<file path="src/rtl/sched_if.sv">
// Scheduler <-> ID stage bundle: requests from ID, pipeline controls and interrupt state back.
interface sched_if;
  logic        schi_pause_request;
  logic [3:0]  schi_sched_type;
  logic [3:0]  schi_sched_count;
  logic [15:0] schi_instr_addr;
  logic        schi_int;
  logic [3:0]  schi_int_id;
  logic        schi_int_en_value;
  logic        schi_int_en_strobe;
  logic        schi_hw_int;
  logic [3:0]  schi_hw_int_id;

  logic        scho_stall_pc;
  logic        scho_stall_if_id;
  logic        scho_flush_if_id;
  logic        scho_flush_id_ex;
  logic        scho_pc_redirect;
  logic [15:0] scho_new_pc;
  logic        scho_int_en;
  logic [7:0]  scho_cause;
  logic [15:0] scho_epc;

  // ID stage side: issues requests, observes controls and interrupt state
  modport master (
    output schi_pause_request, schi_sched_type, schi_sched_count, schi_instr_addr,
           schi_int, schi_int_id, schi_int_en_value, schi_int_en_strobe,
           schi_hw_int, schi_hw_int_id,
    input  scho_stall_pc, scho_stall_if_id, scho_flush_if_id, scho_flush_id_ex,
           scho_pc_redirect, scho_new_pc, scho_int_en, scho_cause, scho_epc
  );

  // Scheduler side
  modport slave (
    input  schi_pause_request, schi_sched_type, schi_sched_count, schi_instr_addr,
           schi_int, schi_int_id, schi_int_en_value, schi_int_en_strobe,
           schi_hw_int, schi_hw_int_id,
    output scho_stall_pc, scho_stall_if_id, scho_flush_if_id, scho_flush_id_ex,
           scho_pc_redirect, scho_new_pc, scho_int_en, scho_cause, scho_epc
  );
endinterface

</file>
<file path="src/rtl/sched.sv">
// Pipeline scheduler: turns ID stall/interrupt requests into stall, flush and PC redirect,
// and owns the interrupt state (enable, cause, EPC).
module sched #(
  parameter logic [15:0] INT_VECTOR = 16'h0008
) (
  input  logic  clk,
  input  logic  rst,
  sched_if.slave bus
);

  localparam int unsigned CNT_W = 4;
  localparam int unsigned PC_W  = 16;
  localparam int unsigned CAU_W = 8;

  localparam logic [3:0] SCHED_CONTINUE = 4'h0;
  localparam logic [3:0] ERET_ID        = 4'hF;

  typedef enum logic [1:0] {
    ST_RUN     = 2'd0,
    ST_STALL   = 2'd1,
    ST_HOLDOFF = 2'd2
  } state_e;

  state_e             state_q, state_d;
  logic [CNT_W-1:0]   cnt_q, cnt_d;
  logic               int_en_q, int_en_d;
  logic [CAU_W-1:0]   cause_q, cause_d;
  logic [PC_W-1:0]    epc_q, epc_d;

  logic               accept_c;
  logic               stall_req_c;
  logic               sw_int_c;
  logic               eret_c;
  logic               hw_take_c;
  logic               strobe_c;

  logic               stall_c;
  logic               redirect_c;
  logic [PC_W-1:0]    new_pc_c;

  // Request decode in priority order; HOLDOFF behaves like RUN except hardware interrupts wait
  always_comb begin
    accept_c    = (state_q != ST_STALL);
    stall_req_c = accept_c && bus.schi_pause_request &&
                  (bus.schi_sched_type != SCHED_CONTINUE);
    sw_int_c    = accept_c && !stall_req_c && bus.schi_int &&
                  (bus.schi_int_id != ERET_ID);
    eret_c      = accept_c && !stall_req_c && bus.schi_int &&
                  (bus.schi_int_id == ERET_ID);
    hw_take_c   = (state_q == ST_RUN) && !stall_req_c && !bus.schi_int &&
                  bus.schi_hw_int && int_en_q;
    strobe_c    = accept_c && !stall_req_c && !bus.schi_int && !hw_take_c &&
                  bus.schi_int_en_strobe;
  end

  // State and interrupt-state register, synchronous reset
  always_ff @(posedge clk) begin
    if (rst) begin
      state_q  <= ST_RUN;
      cnt_q    <= '0;
      int_en_q <= 1'b0;
      cause_q  <= '0;
      epc_q    <= '0;
    end else begin
      state_q  <= state_d;
      cnt_q    <= cnt_d;
      int_en_q <= int_en_d;
      cause_q  <= cause_d;
      epc_q    <= epc_d;
    end
  end

  // Next-state and interrupt-state update
  always_comb begin
    state_d  = state_q;
    cnt_d    = cnt_q;
    int_en_d = int_en_q;
    cause_d  = cause_q;
    epc_d    = epc_q;

    unique case (state_q)
      ST_STALL: begin
        // Counter holds the stall cycles left including this one
        if (cnt_q <= CNT_W'(1)) begin
          state_d = ST_RUN;
          cnt_d   = '0;
        end else begin
          cnt_d   = cnt_q - CNT_W'(1);
        end
      end

      ST_RUN, ST_HOLDOFF: begin
        state_d = ST_RUN;
        if (stall_req_c) begin
          // Count 0 or 1 means a single stall cycle, which is this one
          if (bus.schi_sched_count > CNT_W'(1)) begin
            state_d = ST_STALL;
            cnt_d   = bus.schi_sched_count - CNT_W'(1);
          end
        end else if (sw_int_c) begin
          epc_d    = bus.schi_instr_addr + PC_W'(1);
          cause_d  = {4'h0, bus.schi_int_id};
          int_en_d = 1'b0;
          state_d  = ST_HOLDOFF;
        end else if (eret_c) begin
          int_en_d = 1'b1;
          state_d  = ST_HOLDOFF;
        end else if (hw_take_c) begin
          // The ID instruction is squashed, so it is the one to return to
          epc_d    = bus.schi_instr_addr;
          cause_d  = {4'h8, bus.schi_hw_int_id};
          int_en_d = 1'b0;
          state_d  = ST_HOLDOFF;
        end else if (strobe_c) begin
          int_en_d = bus.schi_int_en_value;
        end
      end

      default: begin
        state_d = ST_RUN;
        cnt_d   = '0;
      end
    endcase
  end

  // Pipeline controls, combinational from state and current requests
  always_comb begin
    stall_c    = 1'b0;
    redirect_c = 1'b0;
    new_pc_c   = '0;

    if (state_q == ST_STALL || stall_req_c) begin
      stall_c = 1'b1;
    end else if (sw_int_c || hw_take_c) begin
      redirect_c = 1'b1;
      new_pc_c   = INT_VECTOR;
    end else if (eret_c) begin
      redirect_c = 1'b1;
      new_pc_c   = epc_q;
    end
  end

  assign bus.scho_stall_pc    = stall_c;
  assign bus.scho_stall_if_id = stall_c;
  assign bus.scho_flush_id_ex = stall_c | redirect_c;
  assign bus.scho_flush_if_id = redirect_c;
  assign bus.scho_pc_redirect = redirect_c;
  assign bus.scho_new_pc      = new_pc_c;
  assign bus.scho_int_en      = int_en_q;
  assign bus.scho_cause       = cause_q;
  assign bus.scho_epc         = epc_q;

endmodule

</file>
<file path="src/flat_wrapper.sv">
// flat-port wrapper written by rule: the top's interface ports become plain ports
module sched_flat 
#(
  parameter logic [15:0] INT_VECTOR = 16'h0008
)
  (clk, rst, bus_schi_pause_request, bus_schi_sched_type, bus_schi_sched_count, bus_schi_instr_addr, bus_schi_int, bus_schi_int_id, bus_schi_int_en_value, bus_schi_int_en_strobe, bus_schi_hw_int, bus_schi_hw_int_id, bus_scho_stall_pc, bus_scho_stall_if_id, bus_scho_flush_if_id, bus_scho_flush_id_ex, bus_scho_pc_redirect, bus_scho_new_pc, bus_scho_int_en, bus_scho_cause, bus_scho_epc);
  sched_if bus_i ();
  input  logic clk;
  input  logic rst;
  input wire logic [$bits(bus_i.schi_pause_request)-1:0] bus_schi_pause_request;
  input wire logic [$bits(bus_i.schi_sched_type)-1:0] bus_schi_sched_type;
  input wire logic [$bits(bus_i.schi_sched_count)-1:0] bus_schi_sched_count;
  input wire logic [$bits(bus_i.schi_instr_addr)-1:0] bus_schi_instr_addr;
  input wire logic [$bits(bus_i.schi_int)-1:0] bus_schi_int;
  input wire logic [$bits(bus_i.schi_int_id)-1:0] bus_schi_int_id;
  input wire logic [$bits(bus_i.schi_int_en_value)-1:0] bus_schi_int_en_value;
  input wire logic [$bits(bus_i.schi_int_en_strobe)-1:0] bus_schi_int_en_strobe;
  input wire logic [$bits(bus_i.schi_hw_int)-1:0] bus_schi_hw_int;
  input wire logic [$bits(bus_i.schi_hw_int_id)-1:0] bus_schi_hw_int_id;
  output wire logic [$bits(bus_i.scho_stall_pc)-1:0] bus_scho_stall_pc;
  output wire logic [$bits(bus_i.scho_stall_if_id)-1:0] bus_scho_stall_if_id;
  output wire logic [$bits(bus_i.scho_flush_if_id)-1:0] bus_scho_flush_if_id;
  output wire logic [$bits(bus_i.scho_flush_id_ex)-1:0] bus_scho_flush_id_ex;
  output wire logic [$bits(bus_i.scho_pc_redirect)-1:0] bus_scho_pc_redirect;
  output wire logic [$bits(bus_i.scho_new_pc)-1:0] bus_scho_new_pc;
  output wire logic [$bits(bus_i.scho_int_en)-1:0] bus_scho_int_en;
  output wire logic [$bits(bus_i.scho_cause)-1:0] bus_scho_cause;
  output wire logic [$bits(bus_i.scho_epc)-1:0] bus_scho_epc;
  assign bus_i.schi_pause_request = bus_schi_pause_request;
  assign bus_i.schi_sched_type = bus_schi_sched_type;
  assign bus_i.schi_sched_count = bus_schi_sched_count;
  assign bus_i.schi_instr_addr = bus_schi_instr_addr;
  assign bus_i.schi_int = bus_schi_int;
  assign bus_i.schi_int_id = bus_schi_int_id;
  assign bus_i.schi_int_en_value = bus_schi_int_en_value;
  assign bus_i.schi_int_en_strobe = bus_schi_int_en_strobe;
  assign bus_i.schi_hw_int = bus_schi_hw_int;
  assign bus_i.schi_hw_int_id = bus_schi_hw_int_id;
  assign bus_scho_stall_pc = bus_i.scho_stall_pc;
  assign bus_scho_stall_if_id = bus_i.scho_stall_if_id;
  assign bus_scho_flush_if_id = bus_i.scho_flush_if_id;
  assign bus_scho_flush_id_ex = bus_i.scho_flush_id_ex;
  assign bus_scho_pc_redirect = bus_i.scho_pc_redirect;
  assign bus_scho_new_pc = bus_i.scho_new_pc;
  assign bus_scho_int_en = bus_i.scho_int_en;
  assign bus_scho_cause = bus_i.scho_cause;
  assign bus_scho_epc = bus_i.scho_epc;
  sched #(.INT_VECTOR(INT_VECTOR)) u_core (.clk(clk), .rst(rst), .bus(bus_i));
endmodule
</file>
<file path="config.mk">
export PLATFORM = sky130hd
export DESIGN_NAME = sched_flat
export DESIGN_NICKNAME = d
export VERILOG_FILES = /design/src/rtl/sched_if.sv /design/src/rtl/sched.sv /design/src/flat_wrapper.sv
export SDC_FILE = /design/constraint.sdc
export NUM_CORES = 1
export LEC_CHECK = 0
export BUFFER_PORTS_ARGS = -buffer_cell sky130_fd_sc_hd__buf_2
export CORE_MARGIN = 4
export CORE_UTILIZATION = 50
export CTS_CLUSTER_DIAMETER = 120
export CTS_CLUSTER_SIZE = 14
export DETAILED_ROUTE_END_ITERATION = 10
export HOLD_SLACK_MARGIN = 0.1
export PLACE_DENSITY = 0.86
export SLEW_MARGIN = 5
export SYNTH_ARGS = -nofsm -noshare
export SYNTH_HDL_FRONTEND = slang
export SYNTH_SLANG_ARGS = --single-unit
</file>
<file path="constraint.sdc">
create_clock -name clk -period 2.9 [get_ports clk]
set_input_delay 0.145 -clock clk [delete_from_list [all_inputs] [get_ports clk]]
set_output_delay 0.145 -clock clk [all_outputs]
set_load 0.01 [all_outputs]
</file>
==> results summary <==
The flow ran to the end, and the final reports show no timing, DRC or antenna violations. The clock arrives with 0.00598 ns of skew. The register cell area after layout is 561 µm². The post-route fraction of the period consumed by the critical path came out at 0.747. The overall global routing resource usage is 0.205. The number of routed nets with antenna violations came out at 0. The total die area came out at 4620 µm². The x dimension of the die is 68.0 µm. The most used flip-flop cell after synthesis is dfxtp_1.

The number of buffer cells added on primary ports is 81. The critical-path maximum fanout is 27. The number of CTS-inserted buffers came out at 3. The synthesized area per cell came out at approximately 8.2 µm². The row count came out at 21. The area share of fa/ha/maj cells after synthesis came out at 0.0347. The highest metal layer used by the detailed router is met4.

The startpoint of the most critical register-to-register path is u_core.state_q[1]. The CTS clock-pin slew for the worst setup and hold paths is around 0.15 ns. The met2 layer wire length in the routed design is 2270 µm. In the detailed route, the total length drawn on met3 is between 300 and 400 µm.

In this run, the number of DRC markers left after iteration 0 of detailed routing was 92. The area occupied by multi-input gates came out at 1110 µm². Counting along the longest clock path gives a buffer depth of 2. The number of antenna violations at the first check in global routing came out at 0. The arrival time reported for the critical path endpoint is around 2.4 ns. The logic depth of the worst register-to-register path came out at 6.

In this run the critical register-to-register path is captured at u_core.bus.scho_epc[1]. The cell count after synthesis came out at 220. The maximum clock frequency is 0.461 GHz. The global-route wire length before repair came out at 7360 µm.

The final estimated routing congestion in global placement came out at approximately 0.83. The min-delay analysis places its worst path in the category in -> reg. For this block, the routed nets add up to 4790 µm of wire. In the routed layout, each cell is associated on average with a via count of 5.40. The finished layout cell area is 2260 µm². Setup repair after global routing left no endpoint under its margin. The compound-gate portion of the synthesized area came out at 0.204.

The final sum of negative setup slack came out at 0 ns. Of all cell types, the one taking the most synthesized area is dfxtp_1. The final net count is 341. The number of synthesized flops with an enable pin came out at 0.

The remaining global-route overflow is 0. The worst setup path is launched from a flop. The share of synthesized area occupied by flip-flops and latches is 0.311. The layout has 303 filler cells. The final routed wire length divided by cell count came out at 14.0 µm. The most critical setup path has its startpoint at u_core.state_q[1].

The worst setup path endpoint is u_core.bus.scho_epc[1]. Entering global routing, the biggest net connects 29 pins. The final period demand of the worst path came out at 2.17 ns. The total of cells resized after clock tree synthesis came out at 0. For the pin with the worst max-slew slack, the measured transition is 0.595 ns. The detailed-routing iteration count for the pre-antenna-repair pass is 4. The tree is rooted in a clkbuf_4.

The HPWL after detailed placement is 3610 µm. The leakage power is 1.00 nW. The multiplexer share of the synthesized area came out at 0.00625. Yosys mapped the design onto 41 distinct sky130hd cell types. Headroom to the max-slew limit came out at 0.603. The power per standard cell area came out at 426 nW/µm². Sorting the synthesized cells by area gives the leading types as dfxtp_1 (31%), and2_1 (6.6%), nor2_1 (5.8%), xor2_1 (5.4%), a211oi_1 (4.6%). TritonCTS built the clock tree.

The clock insertion delay at the later pin of the skew report came out at ~0.34 ns. The synthesized netlist occupies a cell area of 1800 µm². The fraction of synthesis flops using an asynchronous set or reset pin came out at 0. The floorplan step defined a core boundary enclosing roughly 3400 µm².

The via count of the first global-routing pass came to 1633. The number of inserted diodes is 0. The post-synthesis sequential element count came out at 28. The register-to-register setup slack came out at 0.73 ns.

The number of pins exceeding their max-slew limit in the final report came out at 0. Across all layers, the routed design uses ~1800 vias. The effective utilization at floorplan came out at 0.527. The routed metal-1 wirelength came out at 2080 µm. The share of Yosys cell area claimed by the top area cell type came out at 0.311.

The number of DRC violations after detailed routing came out at 0. Once placement finished, the instance area stood at 2180 µm². The warning count from the yosys run is 0.

In this run the number of H-tree levels came out at 1. The worst setup path is captured at a flop. The critical path is of the reg -> reg type. The count of endpoints failing setup in the final report is 0.

In the final layout, the share of cells above drive strength 1 is 0.324. The floorplan die height is roughly 68 µm. The main combinational cell family by area after synthesis is simple AND/OR/NAND/NOR gates. The final hold violation count was 0. Ranked by instance count, the synthesized netlist is headed by dfxtp_1 (28), nor2_1 (28), and2_1 (19), nand2_1 (14), a21oi_1 (13). The number of top-level pins is 85. The area share of xor/xnor cells in the synthesized design is 0.0876. The count of max-cap constraint violations came out at 0. VDD sags by at most 0.205 mV. The required time of the critical path is 3.16 ns.

The area growth from synthesis to layout is 25.3%. Counting every sink on the clock net gives 28. Of the total synthesized cell area, the portion taken by AND, OR, NAND and NOR gates is 0.279.
[logic make-up after synthesis]
logic type	count (synthesis)
multiplexers	1
AND/OR/NAND/NOR	94
buffers and inverters	24
flip-flops	28
XOR/XNOR	18
AO/OA/AOI/OAI	49
adder cells (fa/ha/maj)	5
other	1
[area by class of cell]
type | instances | share of cell area
clock buffer | 3 | 0.00998
clock inverter | 1 | 0.0133
inverter | 9 | 0.0150
multi-input combinational | 170 | 0.493
sequential | 28 | 0.248
tap | 46 | 0.0255
timing repair buffer | 85 | 0.195
[state kept, by name (all words and copies together), names as in the netlist]
| name | cells |
|---|---|
| u_core.bus.scho_epc | 16 |
| u_core.bus.scho_int_en | 1 |
| u_core.cnt_q | 4 |
| u_core.bus.scho_cause | 5 |
| u_core.state_q | 2 |
[cells in the final DEF, fill, tap and decap left out, drive strengths merged, types with 7 or more instances in the layout]
cell	instances
nor2	29
nand4	7
and2	19
buf	83
xnor2	7
dfxtp	28
inv	9
a21oi	13
nand3	9
o21ai	8
a211oi	15
nand2	14
xor2	11
[per-layer routing]
metal / vias to the layer above / track usage
met5: - / 0
met1: 840 / 0.262
met4: 0 / 0.0620
li1: 922 / -
met2: 81 / 0.357
met3: 5 / 0.0263
[per-stage QoR]
step	worst slack, ns	utilization	hold slack, ns	total power (W)	std cells
final	0.733	0.660	0.140	0.000961	342
after global routing	0.573	0.660	0.114	0.00101	342
after CTS	0.753	0.660	0.131	0.000965	342
after detailed placement	0.645	0.639	0.460	0.000704	336
after global placement	0.738	0.639	0.455	0.000696	336
after floorplan	1.29	-	0.304	0.000617	222
[worst max-delay path, cell delays in order (launching register included)]
cell	delay [ns]
dfxtp_1	0.35
nor4bb_1	0.44
a21oi_1	0.23
nor2_4	0.52
buf_4	0.28
nor2_1	0.05
a311oi_1	0.22
[power by group]
group          internal (W)  total [W]  switching (W)
Sequential         0.000418   0.000444      0.0000257
Clock              0.000140   0.000259       0.000119
Combinational      0.000107   0.000258       0.000152
[worst min path at each step]
stage                                  from                      end  slack (ns)  cells after the start
floorplan            bus_schi_instr_addr[1]   u_core.bus.scho_epc[1]        0.30                      2
global placement     bus_schi_instr_addr[1]   u_core.bus.scho_epc[1]        0.46                      3
detailed placement  bus_schi_instr_addr[15]  u_core.bus.scho_epc[15]        0.46                      3
CTS                 bus_schi_instr_addr[12]  u_core.bus.scho_epc[12]        0.13                      3
global route        bus_schi_instr_addr[13]  u_core.bus.scho_epc[13]        0.11                      3
finish              bus_schi_instr_addr[14]  u_core.bus.scho_epc[14]        0.14                      3
[repair_timing]
item | CTS | global route
hold buffers | 2 | 0
setup buffers | 0 | 0
endpoints found under the hold margin | 2 | 0
(Power assumes the default switching activity.)
